===== src/rtl/softermax_stream.sv =====
// -----------------------------------------------------------------------------
// softermax_stream
//
// Element-serial softmax. One vector of VEC_SIZE signed fixed-point scores is
// accepted one element per beat. While accepting, the block keeps a running
// integer max m and a base-2 power sum that is rescaled online whenever m
// grows (Softermax style). The raw inputs are buffered. Once the vector is
// complete, each element's probability pow(x,m)/sum is produced by a
// restoring divider (one quotient bit per cycle) and emitted one per beat.
//
// Ports
//   clk        rising-edge clock
//   rst_n      asynchronous active-low reset
//   in_valid   input element valid
//   in_ready   block accepts an element (high only while accumulating)
//   in_data    signed input score, BW bits with FW fraction bits
//   out_valid  out_data/out_idx/out_last are valid
//   out_ready  consumer accepts the output element
//   out_data   unsigned probability, Q0.OUT_BW
//   out_idx    element index of out_data
//   out_last   high with the final element of a vector
//
// Handshake: a transfer happens on a rising edge where valid && ready are both
// high. A producer holds valid and data stable until the transfer; ready may
// change freely and never depends on valid in the same cycle. The outputs here
// stay stable while out_valid is high and out_ready is low.
// -----------------------------------------------------------------------------
module softermax_stream #(
  parameter int BW       = 8,
  parameter int FW       = 2,
  parameter int POW_BW   = 16,
  parameter int POW_FW   = 6,
  parameter int ACCUM_BW = 16,
  parameter int VEC_SIZE = 10,
  parameter int OUT_BW   = 16
) (
  input  logic                        clk,
  input  logic                        rst_n,
  input  logic                        in_valid,
  output logic                        in_ready,
  input  logic [BW-1:0]               in_data,
  output logic                        out_valid,
  input  logic                        out_ready,
  output logic [OUT_BW-1:0]           out_data,
  output logic [$clog2(VEC_SIZE)-1:0] out_idx,
  output logic                        out_last
);

  // Widths
  localparam int MW  = BW - FW + 1;                 // integer max, signed
  localparam int DW  = BW + 2;                      // x - (m<<FW), signed
  localparam int CW  = $clog2(VEC_SIZE);            // element counters
  localparam int RW  = ((POW_BW > ACCUM_BW) ? POW_BW : ACCUM_BW) + 1;
  localparam int DCW = $clog2(OUT_BW + 2) + 1;      // divider step counter

  typedef enum logic [1:0] {
    ACCUM = 2'd0,
    DIV   = 2'd1,
    OUT   = 2'd2
  } state_t;

  state_t state_q, state_nx;

  // ---------------------------------------------------------------------------
  // Base-2 power term: 2^(x/2^FW - m) with a linear fraction approximation.
  // The integer part of the (non-positive) exponent becomes a right shift.
  // ---------------------------------------------------------------------------
  function automatic logic [POW_BW-1:0] pow_term(
    input logic signed [BW-1:0] x,
    input logic signed [MW-1:0] m
  );
    logic signed [DW-1:0] d;
    logic signed [DW-1:0] i;
    logic        [DW-1:0] sh;
    logic        [FW-1:0] f;
    logic    [POW_BW-1:0] base;
    d    = DW'(x) - (DW'(m) <<< FW);
    i    = d >>> FW;
    f    = d[FW-1:0];
    sh   = -i;
    base = (POW_BW'(1) << POW_FW) | (POW_BW'(f) << (POW_FW - FW));
    if (int'(sh) >= POW_BW) begin
      return '0;
    end
    return base >> sh;
  endfunction

  // Saturating accumulate into the ACCUM_BW sum.
  function automatic logic [ACCUM_BW-1:0] sat_add(
    input logic [ACCUM_BW-1:0] a,
    input logic [POW_BW-1:0]   b
  );
    logic [RW-1:0] s;
    s = RW'(a) + RW'(b);
    if (s > RW'({ACCUM_BW{1'b1}})) begin
      return '1;
    end
    return ACCUM_BW'(s);
  endfunction

  // ---------------------------------------------------------------------------
  // Registers
  // ---------------------------------------------------------------------------
  logic [BW-1:0]              vbuf [VEC_SIZE];
  logic [CW-1:0]              cnt_q;
  logic [CW-1:0]              k_q;
  logic signed [MW-1:0]       m_q;
  logic [ACCUM_BW-1:0]        sum_q;
  logic [DCW-1:0]             dcnt_q;
  logic [RW-1:0]              rem_q;
  logic [OUT_BW-1:0]          q_q;
  logic                       ovf_q;

  // ---------------------------------------------------------------------------
  // Online max / sum update for the element on in_data
  // ---------------------------------------------------------------------------
  logic signed [BW-1:0]   in_x;
  logic signed [BW:0]     xc;
  logic signed [MW-1:0]   mx;
  logic [MW:0]            sh_amt;
  logic [POW_BW-1:0]      pw_at_m;
  logic [POW_BW-1:0]      pw_at_mx;
  logic [ACCUM_BW-1:0]    rescaled;
  logic signed [MW-1:0]   m_nx;
  logic [ACCUM_BW-1:0]    sum_nx;
  logic                   accept;
  logic                   accept_last;

  always_comb begin
    in_x     = in_data;
    // ceil(x/2^FW): bias by 2^FW-1 then floor via arithmetic shift
    xc       = (BW+1)'(in_x) + (BW+1)'((1 << FW) - 1);
    mx       = MW'(xc >>> FW);
    sh_amt   = (MW+1)'(mx) - (MW+1)'(m_q);
    pw_at_m  = pow_term(in_x, m_q);
    pw_at_mx = pow_term(in_x, mx);
    rescaled = (int'(sh_amt) >= ACCUM_BW) ? '0 : (sum_q >> sh_amt);
    m_nx     = m_q;
    sum_nx   = sum_q;
    if (cnt_q == '0) begin
      m_nx   = mx;
      sum_nx = sat_add('0, pw_at_mx);
    end else if (mx > m_q) begin
      // New max: old terms were relative to the smaller m, scale them down
      m_nx   = mx;
      sum_nx = sat_add(rescaled, pw_at_mx);
    end else begin
      sum_nx = sat_add(sum_q, pw_at_m);
    end
  end

  assign accept      = in_valid && (state_q == ACCUM);
  assign accept_last = accept && (cnt_q == CW'(VEC_SIZE - 1));

  // ---------------------------------------------------------------------------
  // Divider datapath: step 0 loads p, steps 1..OUT_BW make one quotient bit
  // each, step OUT_BW+1 applies saturation.
  // ---------------------------------------------------------------------------
  logic [POW_BW-1:0] p_div;
  logic [RW-1:0]     rem_sh;
  logic              rem_ge;
  logic              div_done;
  logic              out_hs;
  logic              k_last;

  always_comb begin
    p_div    = pow_term(vbuf[k_q], m_q);
    rem_sh   = rem_q << 1;
    rem_ge   = rem_sh >= RW'(sum_q);
    div_done = (dcnt_q == DCW'(OUT_BW + 1));
    k_last   = (k_q == CW'(VEC_SIZE - 1));
    out_hs   = out_ready && (state_q == OUT);
  end

  // ---------------------------------------------------------------------------
  // FSM: state register + next-state/output logic
  // ---------------------------------------------------------------------------
  always_ff @(posedge clk or negedge rst_n) begin
    if (!rst_n) begin
      state_q <= ACCUM;
    end else begin
      state_q <= state_nx;
    end
  end

  always_comb begin
    state_nx  = state_q;
    in_ready  = 1'b0;
    out_valid = 1'b0;
    out_data  = '0;
    out_idx   = '0;
    out_last  = 1'b0;
    case (state_q)
      ACCUM: begin
        in_ready = 1'b1;
        if (accept_last) state_nx = DIV;
      end
      DIV: begin
        if (div_done) state_nx = OUT;
      end
      OUT: begin
        out_valid = 1'b1;
        out_data  = q_q;
        out_idx   = k_q;
        out_last  = k_last;
        if (out_ready) state_nx = k_last ? ACCUM : DIV;
      end
      default: state_nx = ACCUM;
    endcase
  end

  // ---------------------------------------------------------------------------
  // Input buffer: contents are only read after a full vector was written, so
  // it needs no reset.
  // ---------------------------------------------------------------------------
  always_ff @(posedge clk) begin
    if (accept) begin
      vbuf[cnt_q] <= in_data;
    end
  end

  // ---------------------------------------------------------------------------
  // Accumulator, counters and divider registers
  // ---------------------------------------------------------------------------
  always_ff @(posedge clk or negedge rst_n) begin
    if (!rst_n) begin
      cnt_q  <= '0;
      k_q    <= '0;
      m_q    <= '0;
      sum_q  <= '0;
      dcnt_q <= '0;
      rem_q  <= '0;
      q_q    <= '0;
      ovf_q  <= 1'b0;
    end else begin
      case (state_q)
        ACCUM: begin
          if (accept) begin
            m_q   <= m_nx;
            sum_q <= sum_nx;
            cnt_q <= accept_last ? '0 : cnt_q + 1'b1;
          end
          if (accept_last) begin
            k_q    <= '0;
            dcnt_q <= '0;
          end
        end
        DIV: begin
          dcnt_q <= dcnt_q + 1'b1;
          if (dcnt_q == '0) begin
            // A quotient >= 2^OUT_BW happens exactly when p >= sum
            rem_q <= RW'(p_div);
            ovf_q <= RW'(p_div) >= RW'(sum_q);
            q_q   <= '0;
          end else if (!div_done) begin
            if (!ovf_q) begin
              rem_q <= rem_ge ? (rem_sh - RW'(sum_q)) : rem_sh;
              q_q   <= (q_q << 1) | OUT_BW'(rem_ge);
            end
          end else if (ovf_q) begin
            q_q <= '1;
          end
        end
        OUT: begin
          if (out_hs) begin
            dcnt_q <= '0;
            if (k_last) begin
              k_q   <= '0;
              cnt_q <= '0;
              m_q   <= '0;
              sum_q <= '0;
            end else begin
              k_q <= k_q + 1'b1;
            end
          end
        end
        default: begin
          dcnt_q <= '0;
        end
      endcase
    end
  end

endmodule


===== config.mk =====
export PLATFORM = sky130hd
export DESIGN_NAME = softermax_stream
export DESIGN_NICKNAME = d
export VERILOG_FILES = /design/src/rtl/softermax_stream.sv
export SDC_FILE = /design/constraint.sdc
export NUM_CORES = 1
export LEC_CHECK = 0
export ABC_AREA = 1
export CAP_MARGIN = 40
export CORE_UTILIZATION = 55
export CTS_CLUSTER_DIAMETER = 150
export CTS_CLUSTER_SIZE = 28
export DETAILED_ROUTE_END_ITERATION = 10
export PLACE_DENSITY = 0.81
export SKIP_CTS_REPAIR_TIMING = 1
export SYNTH_ARGS = -nofsm -noshare
export SYNTH_HDL_FRONTEND = slang
export SYNTH_SLANG_ARGS = --single-unit

===== constraint.sdc =====
create_clock -name clk -period 8.2 [get_ports clk]
set_clock_uncertainty 0.15 [all_clocks]
set_input_delay 0.82 -clock clk [delete_from_list [all_inputs] [get_ports clk]]
set_output_delay 0.82 -clock clk [all_outputs]
set_load 0.05 [all_outputs]

==> run metrics, run 1 <==
status=complete, no violations; Initial DRC Count=1006; Syn-to-layout area delta=10.8%; initial antenna violation count=0; clk_lat worst skew=430 ps; synth top area cells=edfxtp_1 21%, dfrtp_1 16%, nand2_1 9.9%; WL final=29000 um; Die X=147 um; WL/cell=16.0 um; clock sink count=152; Worst Path Buf+Inv=6; PortBufs=34; Clock power frac=14.2%; Post-synth EDFFs=80; Max Cap Viol=0; critical path class=input port to flip-flop; Most Frequent Cell on Critical Path=nand2_1; Seq/Total Area, Yosys=36.5%; total power draw=0.00542 W; Worst Setup Start Kind=input port; Clock Path Buffers=2; DR pass1 iterations=6; TritonCTS clock tree=yes; Clock Pin Slew Worst Setup and Hold Paths=70 ps; Worst-Margin Slew=681 ps; Mapped Cells=1512; switching power=0.00284 W; final HPWL from detailed placement=21200 um; YS warnings=0; CTS Root Cell=clkbuf_16; Ant. Diodes=0; Mapped Area=0.0115 mm2; layout cells sized above 1=7.04%; RSZ-0062 raised after global routing=no; Primary FF master, synth=edfxtp_1; Logic pwr share=64.3%; setup TNS=0 ps; GRT Total Usage=28.2%; final setup violation count=0; io pins=35; Critical-path top delay cell=clkdlybuf4s50_1; Congestion Overflow GR=0; P_leak=5.68 nW; Synth async-reset ratio=47.4%; syn avg cell area=7.61 um2; post-synth net total=1610; largest net degree at the start of global routing=57; area of the multi-input gates=0.00635 mm2; Max VDD drop=0.172 mV; worst relative slew slack=54.5%; FF+latch area=0.00420 mm2; CORE AREA=0.0204 mm2; worst endpoint data arrival time=6960 ps; Final Max Slew Viols=0; Via Count=10591; vias in the first global route=10081; Yosys top cell area share=20.9%; die height=147 um; number of synthesized register bits=152; Sw Share=52.5%; Num CTS Buffers=17; ANT nets after route=0; first-pass GRT wire length=48700 um; Top delay family on crit path=simple AND/OR/NAND/NOR gates; DRC=0; post-synth cell types=56; Crit. End Element=flip-flop; P per Cell Area=425 mW/mm2; Hold Path Class=input port to asynchronous set/reset pin; fin crit share=83.0%; Fillers=1695; highest clock rate=147 MHz; Fin. Hold Viols=0; Initial Util=56.5%; slowest stage delay, CP=860 ps; final core utilization=62.7%; Core Rows=52; Critical Path RT=8350 ps; Die Area=0.0215 mm2; cell taking the most area after synthesis=edfxtp_1; Via density=5.83; crit path max fanout=15; share of power burned in registers=21.4%; Max H-tree Level=4; GPL Wtd Cong=0.967; post-layout min period=6810 ps; Internal=0.00258 W; Final #Nets=1633
==> state kept, by name, summed over array words and instances, names as in the netlist <==
signal and cells:
dcnt_q 6, rem_q 16, ovf_q 1, q_q 16, m_q 7, k_q 4, vbuf 80, sum_q 16
state_q 2, cnt_q 4
==> cells in the mapped netlist, types with 5 or more instances <==
| library cell | count |
|---|---|
| a21oi_1 | 71 |
| buf_2 | 5 |
| clkbuf_1 | 33 |
| dfrtp_1 | 72 |
| edfxtp_1 | 80 |
| fa_1 | 6 |
| ha_1 | 80 |
| inv_1 | 197 |
| nand2_1 | 303 |
| nand2_2 | 14 |
| nand3_1 | 117 |
| nand3_2 | 5 |
| nand3b_1 | 5 |
| nand4_1 | 31 |
| nor2_1 | 139 |
| nor2_2 | 8 |
| nor2_4 | 7 |
| nor3_1 | 28 |
| o2111ai_1 | 6 |
| o211ai_1 | 23 |
| o21ai_0 | 121 |
| o21bai_1 | 8 |
| o22ai_1 | 25 |
| o31ai_1 | 8 |
| or2_2 | 6 |
| xnor2_1 | 16 |
| xor2_1 | 31 |
==> power groups by stage <==
stage	clock [W]	combinational (W)	sequential [W]
floorplan	0	0.00277	0.00110
global placement	0	0.00326	0.00116
detailed placement	0	0.00339	0.00117
CTS	0.000782	0.00343	0.00116
global route	0.000812	0.00393	0.00118
finish	0.000772	0.00349	0.00116
==> cell usage in the layout, fill, tap and decap left out, types with 4 or more instances in the layout <==
master / instances
nand2_1: 303
inv_1: 197
nor2_1: 139
o21ai_0: 121
nand3_1: 117
ha_1: 80
edfxtp_1: 80
dfrtp_1: 72
a21oi_1: 71
clkdlybuf4s50_1: 33
xor2_1: 31
nand4_1: 31
nor3_1: 27
o22ai_1: 25
o211ai_1: 23
clkbuf_16: 17
xnor2_1: 16
buf_4: 15
nand2_2: 14
nor2_2: 8
o21bai_1: 8
nor2_4: 7
o31ai_1: 7
or2_2: 6
o2111ai_1: 6
fa_1: 6
nand3_2: 5
nand3b_1: 5
clkinv_8: 5
o21a_1: 4
clkinv_1: 4
inv_2: 4
o21ai_1: 4
nor3b_1: 4
==> routing by layer <==
metal	routed length, um	track usage [%]	vias to the layer above
li1	-	-	5141
met1	12500	38.0	4961
met2	13700	46.8	424
met3	2180	4.00	65
met4	595	8.54	0
met5	0	0	-
==> through the flow <==
| stage | cells | area (um2) | setup WS, ps | hold slack, ps |
|---|---|---|---|---|
| after floorplan | 1512 | 11500 | 2780 | 296 |
| after global placement | 1783 | 12100 | 1330 | 341 |
| after detailed placement | 1786 | 12200 | 1020 | 351 |
| after CTS | 1818 | 12800 | 1470 | 94.0 |
| after global routing | 1818 | 12800 | 778 | 106 |
| final | 1818 | 12800 | 1390 | 96.1 |
==> final cells by class <==
cell class / count / area share [%]
Multi-Input combinational cell: 1108 / 49.8
Sequential cell: 152 / 32.9
Inverter: 205 / 6.03
Timing Repair Buffer: 51 / 3.92
Clock buffer: 17 / 3.33
Tap cell: 270 / 2.65
Clock inverter: 15 / 1.36
==> kinds of logic after synthesis <==
family                   synth area share [%]
XOR/XNOR                                 3.72
buffers and inverters                    8.50
adder cells (fa/ha/maj)                  9.74
AND/OR/NAND/NOR                          26.5
flip-flops                               36.5
AO/OA/AOI/OAI                            15.0
==> path summary, 6_finish.rpt <==
path	startpoint	endpoint	slack [ps]	cells after the start
worst max-delay path	in_data[3]	sum_q[10]	1390	35
worst min register to register	rem_q[12]	rem_q[12]	370	2
min in group clk	rem_q[12]	rem_q[12]	370	2
worst min-delay path	rst_n	q_q[7]	100	1
max in group asynchronous	rst_n	sum_q[0]	7230	2
worst max register to register	k_q[1]	ovf_q	2440	28
Note: power is estimated with default switching activity, not from simulation.
==> run 2, diff against run 1 <==
Clock period 8.2 ns to 6.3 ns, I/O delays scaled along.
==> run metrics, run 2 (synthesized netlist as in run 1, its figures left out) <==
fin crit share=92.8%; Crit. End Element=flip-flop; Critical Path RT=6480 ps (-1870 ps); Most flops, register=vbuf; Die X=147 um (unchanged); GRT Total Usage=27.9% (-0.30 points); Placed Area=0.0123 mm2 (+1.3%); Hold Path Class=flip-flop to flip-flop; vias in the first global route=10213 (+1.3%); Placed Instances=1807 (+1.2%); ANT nets after route=0 (unchanged); Initial Util=56.5% (unchanged); Num CTS Buffers=17 (unchanged); P_leak=5.80 nW (+2.2%); Die Area=0.0215 mm2 (unchanged); DR pass1 iterations=6 (unchanged); Max H-tree Level=4 (unchanged); Fin. Hold Viols=0 (unchanged); crit path max fanout=10 (-5); largest net degree at the start of global routing=45 (-21%); Syn-to-layout area delta=12.8%; Ant. Diodes=0 (unchanged); worst endpoint data arrival time=6020 ps (-940 ps); worst relative slew slack=52.4% (-2.1 points); Final Max Slew Viols=0 (unchanged); highest clock rate=171 MHz; fin cells=1844 (+1.4%); critical path class=input port to flip-flop; post-layout min period=5850 ps; final HPWL from detailed placement=21600 um (+1.8%); Congestion Overflow GR=0 (unchanged); final setup violation count=0 (unchanged); Most Frequent Cell on Critical Path=nand2_1; GPL Wtd Cong=0.953 (-1.4%); commonest cells after routing, fill and taps aside=302 x nand2_1, 196 x inv_1, 139 x nor2_1; Initial DRC Count=912 (-9.3%); worst setup margin=452 ps (-942 ps); first-pass GRT wire length=48400 um (-0.57%); pre-CTS setup slack=-147 ps (-1170 ps); layout cells sized above 1=8.83% (+1.8 points); Max VDD drop=0.304 mV (+77%); Worst Setup Start Kind=input port; Top delay family on crit path=simple AND/OR/NAND/NOR gates; die height=147 um (unchanged); PortBufs=34 (unchanged); DRC=0 (unchanged); Final #Nets=1659 (+1.6%); TritonCTS clock tree=yes; CTS Root Cell=clkbuf_16; Via Count=10632 (+0.39%); post-route cell area=0.0130 mm2 (+1.7%); Clock Path Buffers=2 (unchanged); clk_lat worst skew=430 ps (about the same); io pins=35 (unchanged); RSZ-0062 raised after global routing=no; total power draw=0.00718 W (+32%); P per Cell Area=553 mW/mm2 (+30%); Worst Path Buf+Inv=5 (-1); Clock Pin Slew Worst Setup and Hold Paths=70 ps (about the same); WL/cell=15.9 um (-0.14%); Critical-path top delay cell=clkdlybuf4s50_1; clock sink count=152 (unchanged); WL final=29400 um (+1.3%); slowest stage delay, CP=510 ps (-350 ps); CORE AREA=0.0204 mm2 (unchanged); Largest register FFs=80 (unchanged); Worst-Margin Slew=712 ps (+31.0 ps); Via density=5.77 (-1.0%); status=complete, no violations; Core Rows=52 (unchanged); Max Cap Viol=0 (unchanged); final core utilization=63.7% (+1.1 points); most common cell after layout, fill and taps aside=nand2_1; initial antenna violation count=0 (unchanged)
## run 2: power breakdown
| part | internal (W) | switching [W] |
|---|---|---|
| Sequential | 0.00129 | 0.000223 |
| Clock | 0.000536 | 0.000478 |
| Combinational | 0.00162 | 0.00304 |
| Total | 0.00344 | 0.00374 |
## run 2: layout make-up
| class | count | area (um2) |
|---|---|---|
| Fill cell | 1721 | 7380 |
| Multi-Input combinational cell | 1108 | 6360 |
| Sequential cell | 152 | 4200 |
| Inverter | 205 | 773 |
| Timing Repair Buffer | 76 | 693 |
| Clock buffer | 17 | 425 |
| Tap cell | 270 | 338 |
| Clock inverter | 15 | 176 |
| Timing Repair inverter | 1 | 7.51 |
## run 2: worst paths after layout
kind	from	end	slack (ps)	depth (start not counted)
worst max-delay path	in_data[0]	sum_q[14]	450	34
worst min-delay path	rem_q[9]	rem_q[9]	360	2
worst max register to register	k_q[0]	ovf_q	780	29
worst min register to register	rem_q[9]	rem_q[9]	360	2
max in group asynchronous	rst_n	sum_q[4]	4890	3
min in group asynchronous	rst_n	q_q[6]	530	2
## run 2: per-stage QoR
| stage | TNS [ps] | hold slack, ps |
|---|---|---|
| 6_report | 0 | 364 |
| 5_1_grt | 0 | 391 |
| 4_1_cts | 0 | -19.9 |
| 3_5_place_dp | -1020 | 345 |
| 3_3_place_gp | -26.8 | 340 |
| 2_1_floorplan | 0 | 184 |
## run 2: worst reg2reg max path, delay by kind of cell, from the launching register on
kind                     cells  cell delay, ps
buffers and inverters        5             820
AND/OR/NAND/NOR             10            1300
AO/OA/AOI/OAI               10            1660
flip-flops                   1             380
adder cells (fa/ha/maj)      4            1130
## run 2: layer usage
layer,vias to the layer above,GRT usage [%],routed length [um]
met5,-,0,0
met4,0,8.44,512
met3,41,3.62,2020
met2,407,46.5,13900
met1,4991,37.6,12900
li1,5193,-,-
==> run 3, diff against run 2 <==
Settings changed: PLACE_DENSITY 0.81 to 0.84.
Clock period 6.3 ns to 4.8 ns, I/O delays scaled along.
==> run metrics, run 3 (synthesized netlist as in run 1, its figures left out) <==
status=finished, violations left; failing checks=negative setup slack; worst endpoint data arrival time=5480 ps (-540 ps); pre-CTS setup slack=-1100 ps (-952 ps); Worst Path Buf+Inv=4 (-1); GPL Wtd Cong=0.952 (-0.18%); TritonCTS clock tree=yes; WL final=39400 um (+34%); Logic pwr share=72.5% (+7.6 points); ANT nets after route=0 (unchanged); routed wl met2=19800 um (+42%); Max H-tree Level=4 (unchanged); Largest register FFs=80 (unchanged); largest net degree at the start of global routing=61 (+36%); final setup violation count=17 (+17); crit path max fanout=6 (-4); Worst-Margin Slew=738 ps (+26.2 ps); most common cell after layout, fill and taps aside=nand2_1; Fin. Hold Viols=0 (unchanged); Worst Setup Start Kind=flip-flop; worst relative slew slack=50.7% (-1.7 points); vias in the first global route=11673 (+14%); post-route cell area=0.0154 mm2 (+19%); Crit. End Element=flip-flop; die height=147 um (unchanged); initial antenna violation count=0 (unchanged); total power draw=0.0120 W (+68%); CORE AREA=0.0204 mm2 (unchanged); Via density=6.06 (+5.1%); Met3 Routed Length=3460 um (+71%); P_leak=7.05 nW (+21%); worst setup margin=-508 ps (-960 ps); DRC=0 (unchanged); P per Cell Area=780 mW/mm2 (+41%); Most flops, register=vbuf; clk_lat worst skew=440 ps (about the same); post-layout min period=5310 ps; clock sink count=152 (unchanged); Max Cap Viol=0 (unchanged); setup TNS=-2140 ps (-2140 ps); DR top layer=met4; critical path class=flip-flop to flip-flop; slowest stage delay, CP=460 ps (-50 ps); Clock Pin Slew Worst Setup and Hold Paths=70 ps (about the same); Clock Path Buffers=2 (unchanged); Ant. Diodes=0 (unchanged); fin crit share=111%; Max VDD drop=0.469 mV (+54%); Final #Nets=1878 (+13%); WL/cell=19.1 um (+20%); Core Rows=52 (unchanged); layout cells sized above 1=27.9% (+19 points); Post-Route M1 WL=14500 um (+12%); Sw Share=50.1% (-2.0 points); Critical Path RT=4970 ps (-1510 ps); Congestion Overflow GR=0 (unchanged); Num CTS Buffers=17 (unchanged); worst hold slack=271 ps (-93.0 ps); Via Count=12500 (+18%); Clock power frac=10.9% (-3.2 points); GRT Total Usage=32.0% (+4.2 points); Final Max Slew Viols=0 (unchanged); Top delay family on crit path=compound AO/OA/AOI/OAI gates; first-pass GRT wire length=54800 um (+13%); Fillers=1292 (-25%); Die Area=0.0215 mm2 (unchanged); Die X=147 um (unchanged); Initial Util=56.5% (unchanged); RSZ-0062 raised after global routing=yes; Most Frequent Cell on Critical Path=nand2_1; PortBufs=34 (unchanged); switching power=0.00603 W (+61%); Placed Area=0.0138 mm2 (+12%); DR pass1 iterations=6 (unchanged); Hold Path Class=input port to flip-flop; Internal=0.00601 W (+75%); final HPWL from detailed placement=25000 um (+16%); commonest cells after routing, fill and taps aside=278 x nand2_1, 232 x buf_4, 181 x inv_1; CTS Root Cell=clkbuf_16; Syn-to-layout area delta=34.1%; highest clock rate=188 MHz; io pins=35 (unchanged); Initial DRC Count=1249 (+37%); share of power burned in registers=16.6% (-4.4 points); Critical-path top delay cell=dfrtp_2
## run 3: cell types whose count changed in the layout (fill, tap and decap cells not counted), moves of 17 or more
cell     before  now
buf_4        38  232
o21ai_0     120   89
ha_1         80   61
nand2_1     302  278
buf_6         0   17
o21ai_1       5   22
## run 3: worst reg2reg max path: cells and delay by family (launching register included)
family | cells | cell delay, ps
DFF | 1 | 460
xor gates and xnor gates | 1 | 280
AOI/OAI and AO/OA | 12 | 1880
adders and majority gates | 2 | 700
and+or+nand+nor | 10 | 1290
buffers and inverters | 4 | 440
## run 3: power groups by stage
stage | combinational (W) | sequential, W | clock [W]
2_1_floorplan | 0.00475 | 0.00188 | 0
3_3_place_gp | 0.00691 | 0.00196 | 0
3_5_place_dp | 0.00720 | 0.00198 | 0
4_1_cts | 0.00733 | 0.00196 | 0.00131
5_1_grt | 0.00941 | 0.00202 | 0.00136
6_report | 0.00872 | 0.00200 | 0.00131
## run 3: per-stage QoR
stage / std cells / util (%)
6_report: 2063 / 75.8
5_1_grt: 2063 / 75.8
4_1_cts: 2025 / 70.5
3_5_place_dp: 1993 / 67.8
3_3_place_gp: 1989 / 67.5
2_1_floorplan: 1512 / -
## run 3: cell type report
cell class	count	area [um2]	area share, %
inverter	205	785	5.08
multi-input combinational	1109	7090	45.9
sequential	152	4210	27.2
tap	270	338	2.19
timing repair buffer	294	2450	15.9
clock inverter	15	143	0.924
clock buffer	17	425	2.76
timing repair inverter	1	8.76	0.0567
## run 3: worst paths after layout
check | startpoint | end | slack, ps | cells after the start
setup / recovery | k_q[0] | ovf_q | -510 | 29
hold / removal | in_data[3] | vbuf[1][3] | 270 | 2
setup reg to reg | k_q[0] | ovf_q | -510 | 29
hold reg to reg | rem_q[10] | rem_q[10] | 370 | 2
max in group asynchronous | rst_n | m_q[2] | 3620 | 3
min in group asynchronous | rst_n | q_q[7] | 310 | 2
## run 3: metal layers
layer | global-route usage [%] | vias up
met1 | 38.2 | 5874
met2 | 55.6 | 787
met3 | 6.28 | 186
li1 | - | 5653
met4 | 14.4 | 0
met5 | 0 | -
